**src/rtl/encoder8to3_scan_pkg.sv**
```systemverilog
// Shared types and default widths for the sequential 8-to-3 scan encoder.
package encoder_pkg;

  localparam int ENC_IN_W  = 8;
  localparam int ENC_OUT_W = 3;

  typedef enum logic [0:0] {
    ST_IDLE = 1'b0,
    ST_SCAN = 1'b1
  } state_e;

endpackage

```
**src/rtl/encoder8to3_scan_if.sv**
```systemverilog
// Request-in / index-out handshake bundle for encoder8to3_scan.
interface encoder8to3_scan_if
  import encoder_pkg::*;
#(
  parameter int IN_W  = ENC_IN_W,
  parameter int OUT_W = ENC_OUT_W
);

  logic             in_valid;
  logic             in_ready;
  logic [IN_W-1:0]  d;
  logic             out_valid;
  logic             out_ready;
  logic [OUT_W-1:0] y;
  logic             last;
  logic             zero;

  modport master (
    output in_valid, d, out_ready,
    input  in_ready, out_valid, y, last, zero
  );

  modport slave (
    input  in_valid, d, out_ready,
    output in_ready, out_valid, y, last, zero
  );

endinterface

```
**src/rtl/encoder8to3_scan_prio.sv**
```systemverilog
// Combinational priority pick: index and one-hot of the winning set bit.
// Lowest bit wins by default; ENCODER_MSB_PRIORITY_EN makes the highest bit win.
module encoder8to3_prio
  import encoder_pkg::*;
#(
  parameter int IN_W  = ENC_IN_W,
  parameter int OUT_W = ENC_OUT_W
) (
  input  logic [IN_W-1:0]  mask_i,
  output logic [OUT_W-1:0] idx_o,
  output logic [IN_W-1:0]  onehot_o
);

  // Later loop iterations overwrite earlier ones, so the scan direction
  // is the reverse of the priority direction.
  always_comb begin
    idx_o    = '0;
    onehot_o = '0;
`ifdef ENCODER_MSB_PRIORITY_EN
    for (int i = 0; i < IN_W; i++) begin
      if (mask_i[i]) begin
        idx_o       = OUT_W'(i);
        onehot_o    = '0;
        onehot_o[i] = 1'b1;
      end
    end
`else
    for (int i = IN_W - 1; i >= 0; i--) begin
      if (mask_i[i]) begin
        idx_o       = OUT_W'(i);
        onehot_o    = '0;
        onehot_o[i] = 1'b1;
      end
    end
`endif
  end

endmodule

```
**src/rtl/encoder8to3_scan.sv**
```systemverilog
// Sequential 8-to-3 encoder: captures a request vector, then streams one
// index per handshake. Scan direction set by ENCODER_MSB_PRIORITY_EN.
//
// state   | meaning
// --------+----------------------------------------------------------
// ST_IDLE | waiting for a vector, in_ready follows en
// ST_SCAN | presenting indices of remaining set bits (or one zero beat)
module encoder8to3_scan
  import encoder_pkg::*;
#(
  parameter int IN_W  = ENC_IN_W,
  parameter int OUT_W = $clog2(IN_W)
) (
  input  logic               clk,
  input  logic               rst_n,
  input  logic               en,
  encoder8to3_scan_if.slave  bus
);

  localparam logic [0:0] S_IDLE = 1'(ST_IDLE);
  localparam logic [0:0] S_SCAN = 1'(ST_SCAN);

  logic [0:0]      state_q, state_d;
  logic [IN_W-1:0] mask_q, mask_d;
  logic            zflag_q, zflag_d;

  logic [OUT_W-1:0] prio_idx;
  logic [IN_W-1:0]  prio_oh;
  logic             scanning;
  logic             beat_last;

  encoder8to3_prio #(
    .IN_W  (IN_W),
    .OUT_W (OUT_W)
  ) u_prio (
    .mask_i   (mask_q),
    .idx_o    (prio_idx),
    .onehot_o (prio_oh)
  );

  assign scanning  = (state_q == S_SCAN);
  // A lone remaining bit equals its own one-hot pick.
  assign beat_last = zflag_q || (mask_q == prio_oh);

  assign bus.in_ready  = en && !scanning;
  assign bus.out_valid = en && scanning;
  assign bus.y         = (bus.out_valid && !zflag_q) ? prio_idx : '0;
  assign bus.last      = bus.out_valid && beat_last;
  assign bus.zero      = bus.out_valid && zflag_q;

  always_comb begin
    state_d = state_q;
    mask_d  = mask_q;
    zflag_d = zflag_q;
    case (state_q)
      S_IDLE: begin
        if (bus.in_ready && bus.in_valid) begin
          mask_d  = bus.d;
          zflag_d = (bus.d == '0);
          state_d = S_SCAN;
        end
      end
      default: begin
        if (bus.out_valid && bus.out_ready) begin
          mask_d = mask_q & ~prio_oh;
          if (beat_last) begin
            state_d = S_IDLE;
            mask_d  = '0;
            zflag_d = 1'b0;
          end
        end
      end
    endcase
  end

  always_ff @(posedge clk or negedge rst_n) begin
    if (!rst_n) begin
      state_q <= S_IDLE;
      mask_q  <= '0;
      zflag_q <= 1'b0;
    end else begin
      state_q <= state_d;
      mask_q  <= mask_d;
      zflag_q <= zflag_d;
    end
  end

endmodule

```
**src/flat_wrapper.sv**
```systemverilog
// flat-port wrapper written by rule: the top's interface ports become plain ports
module encoder8to3_scan_flat import encoder_pkg::*;
#(
  parameter int IN_W  = ENC_IN_W,
  parameter int OUT_W = $clog2(IN_W)
)
  (clk, rst_n, en, bus_in_valid, bus_d, bus_out_ready, bus_in_ready, bus_out_valid, bus_y, bus_last, bus_zero);
  encoder8to3_scan_if #(.IN_W(IN_W), .OUT_W(OUT_W)) bus_i ();
  input  logic clk;
  input  logic rst_n;
  input  logic en;
  input wire logic [$bits(bus_i.in_valid)-1:0] bus_in_valid;
  input wire logic [$bits(bus_i.d)-1:0] bus_d;
  input wire logic [$bits(bus_i.out_ready)-1:0] bus_out_ready;
  output wire logic [$bits(bus_i.in_ready)-1:0] bus_in_ready;
  output wire logic [$bits(bus_i.out_valid)-1:0] bus_out_valid;
  output wire logic [$bits(bus_i.y)-1:0] bus_y;
  output wire logic [$bits(bus_i.last)-1:0] bus_last;
  output wire logic [$bits(bus_i.zero)-1:0] bus_zero;
  assign bus_i.in_valid = bus_in_valid;
  assign bus_i.d = bus_d;
  assign bus_i.out_ready = bus_out_ready;
  assign bus_in_ready = bus_i.in_ready;
  assign bus_out_valid = bus_i.out_valid;
  assign bus_y = bus_i.y;
  assign bus_last = bus_i.last;
  assign bus_zero = bus_i.zero;
  encoder8to3_scan #(.IN_W(IN_W), .OUT_W(OUT_W)) u_core (.clk(clk), .rst_n(rst_n), .en(en), .bus(bus_i));
endmodule
```
**config.mk**
```make
export PLATFORM = sky130hd
export DESIGN_NAME = encoder8to3_scan_flat
export DESIGN_NICKNAME = d
export VERILOG_FILES = /design/src/rtl/encoder8to3_scan_pkg.sv /design/src/rtl/encoder8to3_scan_if.sv /design/src/rtl/encoder8to3_scan_prio.sv /design/src/rtl/encoder8to3_scan.sv /design/src/flat_wrapper.sv
export SDC_FILE = /design/constraint.sdc
export NUM_CORES = 1
export LEC_CHECK = 0
export CORE_MARGIN = 2
export CORE_UTILIZATION = 49
export DETAILED_ROUTE_END_ITERATION = 6
export PLACE_DENSITY = 0.85
export SLEW_MARGIN = 20
export SYNTH_ARGS = -nofsm -noshare
export SYNTH_HDL_FRONTEND = slang
export SYNTH_SLANG_ARGS = --single-unit
export TNS_END_PERCENT = 50
```
**constraint.sdc**
```tcl
create_clock -name clk -period 2.82 [get_ports clk]
set_clock_uncertainty 0.1 [all_clocks]
set_input_delay 0.705 -clock clk [delete_from_list [all_inputs] [get_ports clk]]
set_output_delay 0.705 -clock clk [all_outputs]
set_load 0.01 [all_outputs]
```
== Yosys cells after proc, flatten, opt, wreduce, memory -nomap -nowiden ==
Cells that the tools add are included.

* Register bits after elaboration: 10
* Word-level logic and storage cells: 51
* Input port bits: 13

* Muxes and demuxes: 29
* Reductions and logical operators: 14
* Equality and inequality tests: 3
* Bitwise operators: 2

{| class="wikitable"
|+ Operator list
! kind !! count
|-
| 8-bit two-way mux || 12
|-
| 3-bit two-way mux || 9
|-
| 8-bit AND || 1
|-
| 8-bit equality test || 1
|-
| 8-bit logical NOT || 1
|-
| 1-bit two-way mux || 8
|-
| 8-bit inverter || 1
|-
| 1-bit logical AND || 7
|-
| 2-bit != test (second input constant) || 2
|-
| 3-bit AND reduction || 1
|-
| 1-bit logical NOT || 2
|-
| 2-bit AND reduction || 1
|-
| 2-bit nonzero test || 1
|-
| 1-bit logical OR || 1
|}

== Longest topological paths before layout ==
* Depth in word-level cells: 13
* Gate-level depth with buffers: 7
* Mapped depth without buffers: 6

== Modules after synthesis ==
From an unflattened synthesis, not the netlist that was laid out.

* Cell total of the unflattened synthesis: 89
* Area, all modules: 877.1 um^2

{| class="wikitable"
|+ By module, submodules not included
! module !! area each (um^2) !! seq. area each (um^2) !! times used !! cells each
|-
| encoder8to3_scan || 730.7 || 250.2 || 1 || 69
|-
| encoder8to3_prio || 146.4 || 0.0 || 1 || 20
|}

== Worst setup path after synthesis ==
Ideal clock, no wire load.

* Path kind: register to output
* Start: register u_core.mask_q[3]
* End: output bus_last
* Required time: 2.015 ns
* Buffers on the path: 1
* Cell stages (with the launch flop): 8
* Arrival time: 1.860 ns
* Path slack: 0.155 ns
* Cell sequence: dfrtp_1 > nor4_2 > nand4b_1 > ha_1 > and4_1 > buf_2 > a31oi_1 > nor2_1

* Longest elaborated chain between the ends: 7

{| class="wikitable"
|+ RTL lines
! what !! line !! text
|-
| from (decl) || encoder8to3_scan.sv:24 || <nowiki>logic [IN_W-1:0] mask_q, mask_d;</nowiki>
|-
| from (signal assigned) || encoder8to3_scan.sv:83 || <nowiki>mask_q <= mask_d;</nowiki>
|-
| 8-bit two-way mux (4 in a row) || encoder8to3_scan_prio.sv:29 || <nowiki>if (mask_i[i]) begin</nowiki>
|-
| 8-bit equality test (*) || encoder8to3_scan.sv:43 || <nowiki>assign beat_last = zflag_q || (mask_q == prio_oh);</nowiki>
|-
| 1-bit logical OR (*) || encoder8to3_scan.sv:43 ||
|-
| 1-bit logical AND (*) || encoder8to3_scan.sv:48 || <nowiki>assign bus.last = bus.out_valid && beat_last;</nowiki>
|-
| to (decl) || flat_wrapper.sv:18 || <nowiki>output wire logic [$bits(bus_i.last)-1:0] bus_last;</nowiki>
|}

Mark *: on every way between the ends. The rest lies on a longest branch, timed or not.

== Final worst setup path ==
Ends and elaborated chain as after synthesis.

==> impl_metrics.env <==
export IMPL_postRouteAntennaNets=0
export IMPL_result_of_the_run="complete, but fails checks"
export IMPL_synthesis_area_sq_um=882
export IMPL_detail_route_vias_per_cell=5.96
export IMPL_grt_max_degree=14
export IMPL_grt_pass1_vias=843
export IMPL_drt_iter0_markers=38
export IMPL_synth_warnings=0
export IMPL_worst_setup_path_type="register to primary output"
export IMPL_crit_fanout=5
export IMPL_number_of_standard_cells_in_the_layout_taps_in_and_fillers_out=159
export IMPL_static_leakage_power_nw=0.507
export IMPL_final_common_cell="sky130_fd_sc_hd__buf_4"
export IMPL_rsz0062_at_grt="yes"
export IMPL_timing_max_cap_violations=0
export IMPL_setup_viol=1
export IMPL_groute_usage_overall_pct=23.8
export IMPL_globalplace_congestion=0.868
export IMPL_synth_net_count=122
export IMPL_synth_seq_area_share_pct=28.4
export IMPL_netlist_area_leader_share_pct=28.4
export IMPL_dp_hpwl_mm=1.77
export IMPL_die_area_sq_mm=0.00216
export IMPL_worstMarginPinSlew_ns=0.494
export IMPL_period_share_pct=100
export IMPL_fin_crit_ns=2.83
export IMPL_globalRouteMet1Util_pct=30.5
export IMPL_timing_reg2reg_worst_path_depth=9
export IMPL_syn_inst=103
export IMPL_synth_enable_flop_cells=0
export IMPL_syn_to_final_growth_pct=37.7
export IMPL_final_layout_size_suffix_gt1_share_pct=19.4
export IMPL_classification_of_the_worst_slack_hold_path="register to register"
export IMPL_ys_ff_latch=10
export IMPL_global_route_usage_met2_pct=41.7
export IMPL_synth_avg_cell_area_sq_um=8.56
export IMPL_max_vdd_ir_drop_mv=0.355
export IMPL_total_placed_cells_including_tap_cells=155
export IMPL_final_design_utilization_pct=71.1
export IMPL_count_of_cell_types_in_the_netlist=32
export IMPL_fmax_mhz=354
export IMPL_power_per_cell_area_mw_per_mm2=585
export IMPL_cts_hold_repair_buffers=0
export IMPL_ioPinCount=20
export IMPL_timing_hold_worst_path_depth=1
export IMPL_route_detailed_wl_per_inst_um=14.7
export IMPL_cts_max_level=1
export IMPL_final_cell_mix="sky130_fd_sc_hd__buf_4, sky130_fd_sc_hd__clkdlybuf4s50_1, sky130_fd_sc_hd__dfrtp_1"
export IMPL_chipWidth_um=46.4
export IMPL_globalRouteOverflowTotal=0
export IMPL_netlist_top_cells_area="sky130_fd_sc_hd__dfrtp_1, sky130_fd_sc_hd__ha_1, sky130_fd_sc_hd__nand3b_1"
export IMPL_busiest_grt_layer="met2"
export IMPL_initial_core_util_pct=51.6
export IMPL_nNetsFinal=155
export IMPL_critPathArrivalTime_ns=2.02
export IMPL_worst_ep_required_time_ns=2.02
export IMPL_coreArea_sq_mm=0.00171
export IMPL_multi_input_gate_area_in_the_final_layout_sq_um=594
export IMPL_yosys_most_used_dff="sky130_fd_sc_hd__dfrtp_1"
export IMPL_remaining_routing_drc_violations=0
export IMPL_clk_latency_ns=0.26
export IMPL_place_port_buffers=19
export IMPL_clock_sink_count=10
export IMPL_sequential_cell_area_sq_um=250
export IMPL_timing_slew_headroom_pct=67.0
export IMPL_drt_wl_total_mm=2.34
export IMPL_global_route_wire_length_before_repair_mm=3.64
export IMPL_kind_of_capture_point_of_the_worst_setup_path="primary output"
export IMPL_final_max_slew_violation_count=0
export IMPL_n_fill_cell=137
export IMPL_clock_tree_root_cell="sky130_fd_sc_hd__clkbuf_4"
export IMPL_num_vias=948
export IMPL_globalRouteMet3Util_pct=2.35
export IMPL_critPathLaunchType="register"
export IMPL_drt_pass1_iter_count=4
export IMPL_yosys_area_top_type="sky130_fd_sc_hd__dfrtp_1"
export IMPL_tritoncts="built"
export IMPL_die_h_um=46.4
export IMPL_report_final_hold_viol_count=0
export IMPL_antenna_cells_inserted=0
export IMPL_asr_flop_ratio_synth_pct=100
export IMPL_numCtsBuffers=3
export IMPL_grt_antenna_before_repair=0
export IMPL_cts_max_path_buffers=2
export IMPL_floorplan_rows=15
export IMPL_failed_checks="setup timing"
export IMPL_fin_ws_ns=-0.00552
export IMPL_clkSlewWorstSetupHoldPaths_ns=0.06
## flip-flops by register name, summed over array words and instances, names as in the netlist
| register | cells |
|---|---|
| u_core.mask_q | 8 |
| u_core.zflag_q | 1 |
| u_core.scanning | 1 |
## worst max-delay path, stage by stage (launching register included)
cell and delay (ns):
sky130_fd_sc_hd__dfrtp_1 0.38, sky130_fd_sc_hd__nor4_2 0.25, sky130_fd_sc_hd__buf_4 0.17, sky130_fd_sc_hd__nand4b_1 0.12
sky130_fd_sc_hd__ha_1 0.30, sky130_fd_sc_hd__and4_4 0.23, sky130_fd_sc_hd__a31oi_4 0.09, sky130_fd_sc_hd__nor2_1 0.09
sky130_fd_sc_hd__buf_2 0.13
## routing by layer
metal  vias up  share of wire [%]
li1        452                  -
met1       442                 42
met2        52                 51
met3         2                6.6
met4         0               0.56
met5         -                  0
## final cells by class
class,count,area share (%)
Clock buffer,3,1.85
Inverter,5,1.54
Multi-Input combinational cell,81,48.9
Sequential cell,10,20.6
Tap cell,25,2.57
Timing Repair Buffer,35,24.5
## logic make-up (layout without fill, tap and decap cells)
family | Yosys count | count (layout) | share of synthesized area (%)
AND/OR/NAND/NOR | 46 | 46 | 32.9
flip-flops | 10 | 10 | 28.4
AO/OA/AOI/OAI | 29 | 29 | 23.5
buffers and inverters | 12 | 43 | 6.67
adder cells (fa/ha/maj) | 6 | 6 | 8.51
## repair_timing
item	CTS	global route
pin swaps	3	0
gates resized for setup	14	1
setup buffers	1	0
setup endpoints to repair	6	1
## final timing paths
| kind | startpoint | end | slack, ns |
|---|---|---|---|
| max reg2reg | u_core.mask_q[3] | u_core.scanning | 0.64 |
| min reg2reg | u_core.mask_q[7] | u_core.mask_q[7] | 0.53 |
| max in group asynchronous | rst_n | u_core.zflag_q | 1.61 |
| min | u_core.mask_q[7] | u_core.mask_q[7] | 0.53 |
| max | u_core.mask_q[3] | bus_last | -0.006 |
| min in group asynchronous | rst_n | u_core.mask_q[5] | 0.67 |
## Yosys cell counts, types with 5 or more instances
cell type,instances
sky130_fd_sc_hd__nor3b_1,6
sky130_fd_sc_hd__o22a_1,6
sky130_fd_sc_hd__nand3b_1,9
sky130_fd_sc_hd__inv_1,5
sky130_fd_sc_hd__nor2_1,7
sky130_fd_sc_hd__dfrtp_1,10
sky130_fd_sc_hd__a31oi_1,7
sky130_fd_sc_hd__o21ai_0,6
sky130_fd_sc_hd__buf_2,5
sky130_fd_sc_hd__nand2_1,5
sky130_fd_sc_hd__ha_1,6
## per-stage QoR
| stage | cell area (sq um) | power (mW) | setup TNS [ns] | setup slack (ns) | hold WS, ns |
|---|---|---|---|---|---|
| 2_1_floorplan | 882 | 0.442 | 0 | 0.155 | 0.309 |
| 3_3_place_gp | 1180 | 0.574 | -0.421 | -0.141 | 0.485 |
| 3_5_place_dp | 1180 | 0.594 | -0.483 | -0.177 | 0.511 |
| 4_1_cts | 1210 | 0.698 | -0.0243 | -0.0243 | 0.525 |
| 5_1_grt | 1210 | 0.764 | -0.0973 | -0.0973 | 0.555 |
| 6_report | 1210 | 0.710 | -0.00552 | -0.00552 | 0.531 |
## power breakdown
group          internal [mW]  switching (mW)
logic                  0.209           0.186
registers              0.180          0.0401
clock network         0.0492          0.0462
total                  0.437           0.273
(Power assumes the default switching activity.)
